===== src/rtl/writeback_stage.sv =====
// Writeback stage: load-lane extraction/extension, register-file write pulse and forwarding tap.
// Optional retired-instruction counter is built only when WB_RETIRE_COUNT_EN is defined.
module writeback_stage #(
    parameter int DWIDTH = 32,
    parameter int AWIDTH = 5
) (
    input  logic              d_clk,
    input  logic              d_rst,
    input  logic              wb_i_ce,
    input  logic              wb_i_stall,
    input  logic              wb_i_flush,
    input  logic              wb_i_regwrite,
    input  logic              wb_i_memtoreg,
    input  logic [AWIDTH-1:0] wb_i_rd_addr,
    input  logic [DWIDTH-1:0] wb_i_alu_value,
    input  logic [DWIDTH-1:0] wb_i_load_data,
    input  logic [1:0]        wb_i_load_size,
    input  logic              wb_i_load_unsigned,
    output logic              wb_o_we,
    output logic [AWIDTH-1:0] wb_o_rd_addr,
    output logic [DWIDTH-1:0] wb_o_data,
    output logic              wb_o_fwd_valid,
    output logic [AWIDTH-1:0] wb_o_fwd_addr,
    output logic [DWIDTH-1:0] wb_o_fwd_data,
    output logic              wb_o_misalign,
    output logic [31:0]       wb_o_retired
);

    logic [1:0]        offset;
    logic [7:0]        byte_lane;
    logic [15:0]       half_lane;
    logic [DWIDTH-1:0] load_ext;
    logic [DWIDTH-1:0] result;
    logic              misaligned;
    logic              capture;
    logic              write_ok;

    logic              we_q;
    logic              mis_q;
    logic              fwd_valid_q;
    logic [AWIDTH-1:0] rd_q;
    logic [DWIDTH-1:0] data_q;

    assign offset  = wb_i_alu_value[1:0];
    assign capture = wb_i_ce & ~wb_i_stall & ~wb_i_flush;

    always_comb begin
        byte_lane = 8'h00;
        case (offset)
            2'd0: byte_lane = wb_i_load_data[7:0];
            2'd1: byte_lane = wb_i_load_data[15:8];
            2'd2: byte_lane = wb_i_load_data[23:16];
            default: byte_lane = wb_i_load_data[31:24];
        endcase
        half_lane = offset[1] ? wb_i_load_data[31:16] : wb_i_load_data[15:0];
    end

    always_comb begin
        load_ext   = wb_i_load_data;
        misaligned = 1'b0;
        case (wb_i_load_size)
            2'b00: begin
                load_ext = wb_i_load_unsigned ? {{(DWIDTH-8){1'b0}}, byte_lane}
                                              : {{(DWIDTH-8){byte_lane[7]}}, byte_lane};
            end
            2'b01: begin
                load_ext   = wb_i_load_unsigned ? {{(DWIDTH-16){1'b0}}, half_lane}
                                                : {{(DWIDTH-16){half_lane[15]}}, half_lane};
                misaligned = offset[0];
            end
            default: begin
                load_ext   = wb_i_load_data;
                misaligned = (offset != 2'b00);
            end
        endcase
        // ALU results bypass the load path entirely, so they can never be misaligned.
        if (!wb_i_memtoreg) begin
            load_ext   = wb_i_alu_value;
            misaligned = 1'b0;
        end
        result = load_ext;
    end

    assign write_ok = wb_i_regwrite & (|wb_i_rd_addr) & ~misaligned;

    // Flush outranks stall, stall outranks capture; pulses never repeat while held.
    always_ff @(posedge d_clk or negedge d_rst) begin
        if (!d_rst) begin
            we_q        <= 1'b0;
            mis_q       <= 1'b0;
            fwd_valid_q <= 1'b0;
            rd_q        <= '0;
            data_q      <= '0;
        end else if (wb_i_flush) begin
            we_q        <= 1'b0;
            mis_q       <= 1'b0;
            fwd_valid_q <= 1'b0;
        end else if (wb_i_stall) begin
            we_q        <= 1'b0;
            mis_q       <= 1'b0;
        end else if (wb_i_ce) begin
            we_q        <= write_ok;
            mis_q       <= misaligned;
            fwd_valid_q <= write_ok;
            rd_q        <= wb_i_rd_addr;
            data_q      <= result;
        end else begin
            we_q        <= 1'b0;
            mis_q       <= 1'b0;
            fwd_valid_q <= 1'b0;
        end
    end

`ifdef WB_RETIRE_COUNT_EN
    logic [31:0] retired_q;

    always_ff @(posedge d_clk or negedge d_rst) begin
        if (!d_rst) begin
            retired_q <= 32'd0;
        end else if (capture) begin
            retired_q <= retired_q + 32'd1;
        end
    end

    assign wb_o_retired = retired_q;
`else
    logic unused_capture;
    assign unused_capture = capture;
    assign wb_o_retired   = 32'd0;
`endif

    assign wb_o_we        = we_q;
    assign wb_o_misalign  = mis_q;
    assign wb_o_rd_addr   = rd_q;
    assign wb_o_data      = data_q;
    assign wb_o_fwd_valid = fwd_valid_q;
    assign wb_o_fwd_addr  = rd_q;
    assign wb_o_fwd_data  = data_q;

endmodule


===== config.mk =====
export PLATFORM = sky130hd
export DESIGN_NAME = writeback_stage
export DESIGN_NICKNAME = d
export VERILOG_FILES = /design/src/rtl/writeback_stage.sv
export SDC_FILE = /design/constraint.sdc
export NUM_CORES = 1
export LEC_CHECK = 0
export ABC_AREA = 1
export BUFFER_PORTS_ARGS = -buffer_cell sky130_fd_sc_hd__buf_2
export CAP_MARGIN = 20
export CELL_PAD_IN_SITES_DETAIL_PLACEMENT = 0
export CELL_PAD_IN_SITES_GLOBAL_PLACEMENT = 1
export CORE_MARGIN = 4
export CORE_UTILIZATION = 31
export CTS_CLUSTER_SIZE = 14
export DETAILED_ROUTE_END_ITERATION = 8
export PLACE_DENSITY = 0.86
export SYNTH_ARGS = -nofsm -noshare
export SYNTH_HDL_FRONTEND = slang
export SYNTH_SLANG_ARGS = --single-unit

===== constraint.sdc =====
create_clock -name d_clk -period 1.2 [get_ports d_clk]
set_input_delay 0.24 -clock d_clk [delete_from_list [all_inputs] [get_ports d_clk]]
set_output_delay 0.24 -clock d_clk [all_outputs]
set_load 0.02 [all_outputs]

======== After elaboration in Yosys (flattened, before gate mapping) ========
Index checks and enable logic that the tools add are counted.
storage, ports and cells
  logic and storage cells ................. 35
  flip-flop bits (word level) ............. 40
  output and inout bits ................... 109
cells by class
  bitwise logic cells ..................... 5
  multiplexer cells ....................... 16
  eq/ne operators ......................... 4
  reduce and logical (&&, ||, !) cells .... 5
operators by type and width
  operator              count
  $mux W32              3
  $pmux W32 S2          1
  $pmux W8 S3           1
  $mux W16              1
  $mux W1               9
  $reduce_or A5 Y1      1
  $eq A2 B1 Y1 const B  2
  $logic_not A2 Y1      2
  $not A1 Y1            3
  $reduce_and A3 Y1     1
  $and A1 B1 Y1         2
  $eq A2 B2 Y1 const B  1
  $ne A2 B1 Y1 const B  1
  $pmux W1 S2           1
  $reduce_bool A2 Y1    1

======== Longest topological paths before layout ========
  depth in word-level cells ............... 8
  mapped depth ............................ 10

======== Worst setup path before layout ========
OpenSTA, ideal clock, no wires.
  kind .................................... input to register
  start ................................... in wb_i_alu_value[1]
  end ..................................... reg data_q[22] (netlist: wb_o_data[22])
  buffers on the path ..................... 2
  arrival ................................. 1.023 ns
  slack ................................... 0.061 ns
  data required time ...................... 1.084 ns
  stages .................................. 10
  path through ............................ buf_6 > inv_2 > nand2_2 > nand2_1 > nand3_2 > nand3_4 > buf_6 > nand3_2 > nand2_1 > nand2_1
on the way
  cells in the longest elaborated chain, start to end .. 5
RTL lines
  element                                     RTL line  text
  start, declared                             15        input logic [DWIDTH-1:0] wb_i_alu_value,
  $eq A2 B2 Y1, or another cell as far along  49        case (offset)
  $pmux W8 S3                                 49
  $mux W32                                    63        load_ext = wb_i_load_unsigned ? {{(DWIDTH-8){1'b0}}, byte_lane}
  $pmux W32 S2 *                              61        case (wb_i_load_size)
  $mux W32 *                                  77        if (!wb_i_memtoreg) begin
  end signal, assigned                        106       data_q <= result;
  end, declared                               42        logic [DWIDTH-1:0] data_q;
Every way passes the cells marked *; elsewhere a longest branch is shown, timed or not.
A chain may end at the register's enable or synchronous reset.

======== Final worst setup path ========
  start ................................... reg data_q[1] (netlist: wb_o_data[1])
  end ..................................... out wb_o_fwd_data[1]
RTL lines
  element        RTL line  text
  end, declared  24        output logic [DWIDTH-1:0] wb_o_fwd_data,
No word-level cell between the ends.

==> results.md <==
- Ys flop type: dfrtp_1
- Die width: 109 um
- Seq cells post-synth: 40
- CP Launch Point: wb_o_data[1]
- Critical path launch point type: flop
- CTS H-tree depth: 2
- Initial DRT Pass Iterations: 4
- Clock latency on the worst-skew pair: 0.31 ns
- Port bufs: about 160
- Layout area overhead: 26.4%
- Routed vias: about 3,200
- Reg2Reg Launch Point: wb_o_data[5]
- Placer congestion estimate: 0.838
- Vias in the first global route: a little under 3,000
- CTS tree: built
- Critical path depth: 1
- RSZ-0062 raised after global routing: false
- Status: completed
- Core area: 0.00982 mm2
- Crit path DAT: 0.89 ns
- Final Power: 4930 uW
- CP top delay family: flip-flops
- DR DRC count: 0
- Largest net degree at the start of global routing: 41
- # resized after CTS: 0
- Cells after DPL: 718
- Antenna violations before repair: 1
- Max Slew Vio Count: 0
- WP buf/inv: 1
- Ratio of cells with drive above 1 in the final layout: 0.362
- Critical path type: flop to output pin
- Routed Antenna Nets: 0
- Reg clk slew, reported paths: 0.09 ns
- DIE HEIGHT: 109 um
- Max clock buf depth: 2
- Worst vdd ir: 0.000431 V
- Type of the worst min-delay path: input pin to flop
- Critical-path top delay cell: dfrtp_1
- WL/cell: 13.7 um
- Cells after Synth: 464
- Crit path largest cell delay: around 0.41 ns
- Max Cap Viol: 0
- Num CTS Buffers: 5
- Power Dens Cells: 1250 mW/mm2
- GRT Total Usage: 0.165
- Post-Route Setup TNS: 0 ns
- Setup WS post-layout: 0.0687 ns
- Leak: 0.00236 uW
- Endpoint type of the worst setup path: output pin
- Worst reg-to-reg setup slack: about 0.53 ns
- Crit Path Max Fanout: 3
- Worst slack, placed: -0.0983 ns
- Worst hold stages: 3
- Critical path endpoint: wb_o_fwd_data[1]
- Worst path cell trace: buf_2
- Post-synthesis sequential area ratio: 0.320
- Grt total ovfl: 0
- Fmax: 0.884 GHz
- Final Hold Viols: 0
- Fin nets: ~670
- Clk_skew: 0 ns
- Post-DP HPWL: 7850 um
- EDFF count, synth: 0
- Clock root buffer: clkbuf_8
- Number of non-filler instances in the completed layout: 727
- Setup Buffers After CTS: 0
- Synthesized area: around 0.0031 mm2
- Ys Warns: 0
- Fraction of registers with async set or reset after synthesis: 1.00
- # setup viols final: 0
- Period utilization: 0.943
- Worst Reg2Reg Path Length in Cells: 2
- Die Footprint: 0.0118 mm2
- Inserted Diodes: 0
- Critical path required time: 0.96 ns
- I/O Pins: 188
- Crit path time final: 1.13 ns
- Yosys cell types: 25
- Routed WL: 9960 um
- Synth Area per Inst: slightly below 7 um2
- DRT iter0 DRCs: 133
- Row cnt: 36
- Initial Util: 0.319
- Vias per inst: 4.36
- Clock sinks: 40
- Reg2reg end: wb_o_data[5]
- First-pass GRT wire length: 15,100 um
## worst reg2reg max path, cell delays in order, from the launching register on
cell and delay (ns):
dfrtp_1 0.40, nor2_1 0.11, a21oi_1 0.05
## logic make-up after synthesis
| family | share of synthesized area |
|---|---|
| buf+inv | 0.239 |
| simple gates | 0.353 |
| other cells | 0.00120 |
| flops | 0.320 |
| compound gates | 0.0875 |
## cell type report
| class | count | area (um2) |
|---|---|---|
| Multi-Input combinational cell | 337 | 1500 |
| Clock buffer | 5 | 68.8 |
| Inverter | 25 | 93.8 |
| Sequential cell | 40 | 1000 |
| Clock inverter | 3 | 42.5 |
| Tap cell | 133 | 166 |
| Timing Repair Buffer | 184 | 1080 |
| Fill cell | 1069 | 5860 |
## metrics by stage
stage | area (um2) | util | hold WS [ns]
3_3_place_gp | 3840 | 0.391 | 0.231
2_1_floorplan | 3250 | - | -0.0556
3_5_place_dp | 3840 | 0.391 | 0.236
5_1_grt | 3960 | 0.403 | 0.138
4_1_cts | 3960 | 0.403 | 0.127
6_report | 3960 | 0.403 | 0.135
## report_power, final
group          switching (uW)  internal (uW)  leakage [uW]
logic                    1320            695       0.00182
clock network             560            616     0.0000541
registers                 165           1570      0.000494
total                    2050           2880       0.00236
## synth_stat cells, types with 2 or more instances
cell | count | area, um2
buf_6 | 4 | 45.0
inv_2 | 5 | 18.8
nor2_1 | 62 | 233
nand3_1 | 27 | 135
nand4_1 | 2 | 12.5
nand2_2 | 2 | 12.5
a21oi_1 | 37 | 185
o21ai_0 | 6 | 30.0
buf_2 | 7 | 35.0
inv_1 | 20 | 75.1
nand2_1 | 144 | 541
nand3_2 | 11 | 110
clkbuf_1 | 11 | 41.3
a22oi_1 | 6 | 45.0
dfrtp_1 | 40 | 1000
buf_4 | 71 | 533
## layer usage
metal	global-route usage	vias to the layer above	share of wire
met5	0	-	0.0013
met4	0.0469	2	0.016
met3	0.0448	17	0.082
met2	0.275	125	0.47
met1	0.208	1412	0.43
li1	-	1616	-
## registers in the layout, summed over array words and instances (netlist names)
signal	flops
wb_o_fwd_addr	5
wb_o_we	1
wb_o_fwd_valid	1
wb_o_misalign	1
wb_o_data	32
## cell usage in the layout (no fill, tap or decap), drive strengths merged
cell type / n
nor2: 64
clkinvlp: 1
o211ai: 1
conb: 32
or2: 1
nand4: 3
o21ai: 6
a21oi: 37
nand3: 39
nand2: 146
buf: 183
o22ai: 1
bufinv: 1
inv: 25
clkbuf: 5
a22oi: 6
nand3b: 1
dlygate4sd3: 1
dfrtp: 40
clkinv: 1
## how the worst min path moves through the flow
stage	from	endpoint	slack, ns
after floorplan	d_rst	wb_o_data[0]	-0.06
final	wb_i_rd_addr[1]	wb_o_fwd_addr[1]	0.13
after CTS	wb_i_rd_addr[1]	wb_o_fwd_addr[1]	0.13
after global placement	d_rst	wb_o_data[3]	0.23
after global routing	wb_i_rd_addr[1]	wb_o_fwd_addr[1]	0.14
after detailed placement	d_rst	wb_o_data[3]	0.24
## what timing repair did
item / in CTS / in global routing
setup endpoints to repair: 0 / 0
hold endpoints to repair: 40 / 0
hold buffers: 1 / 0
(Power assumes the default switching activity.)
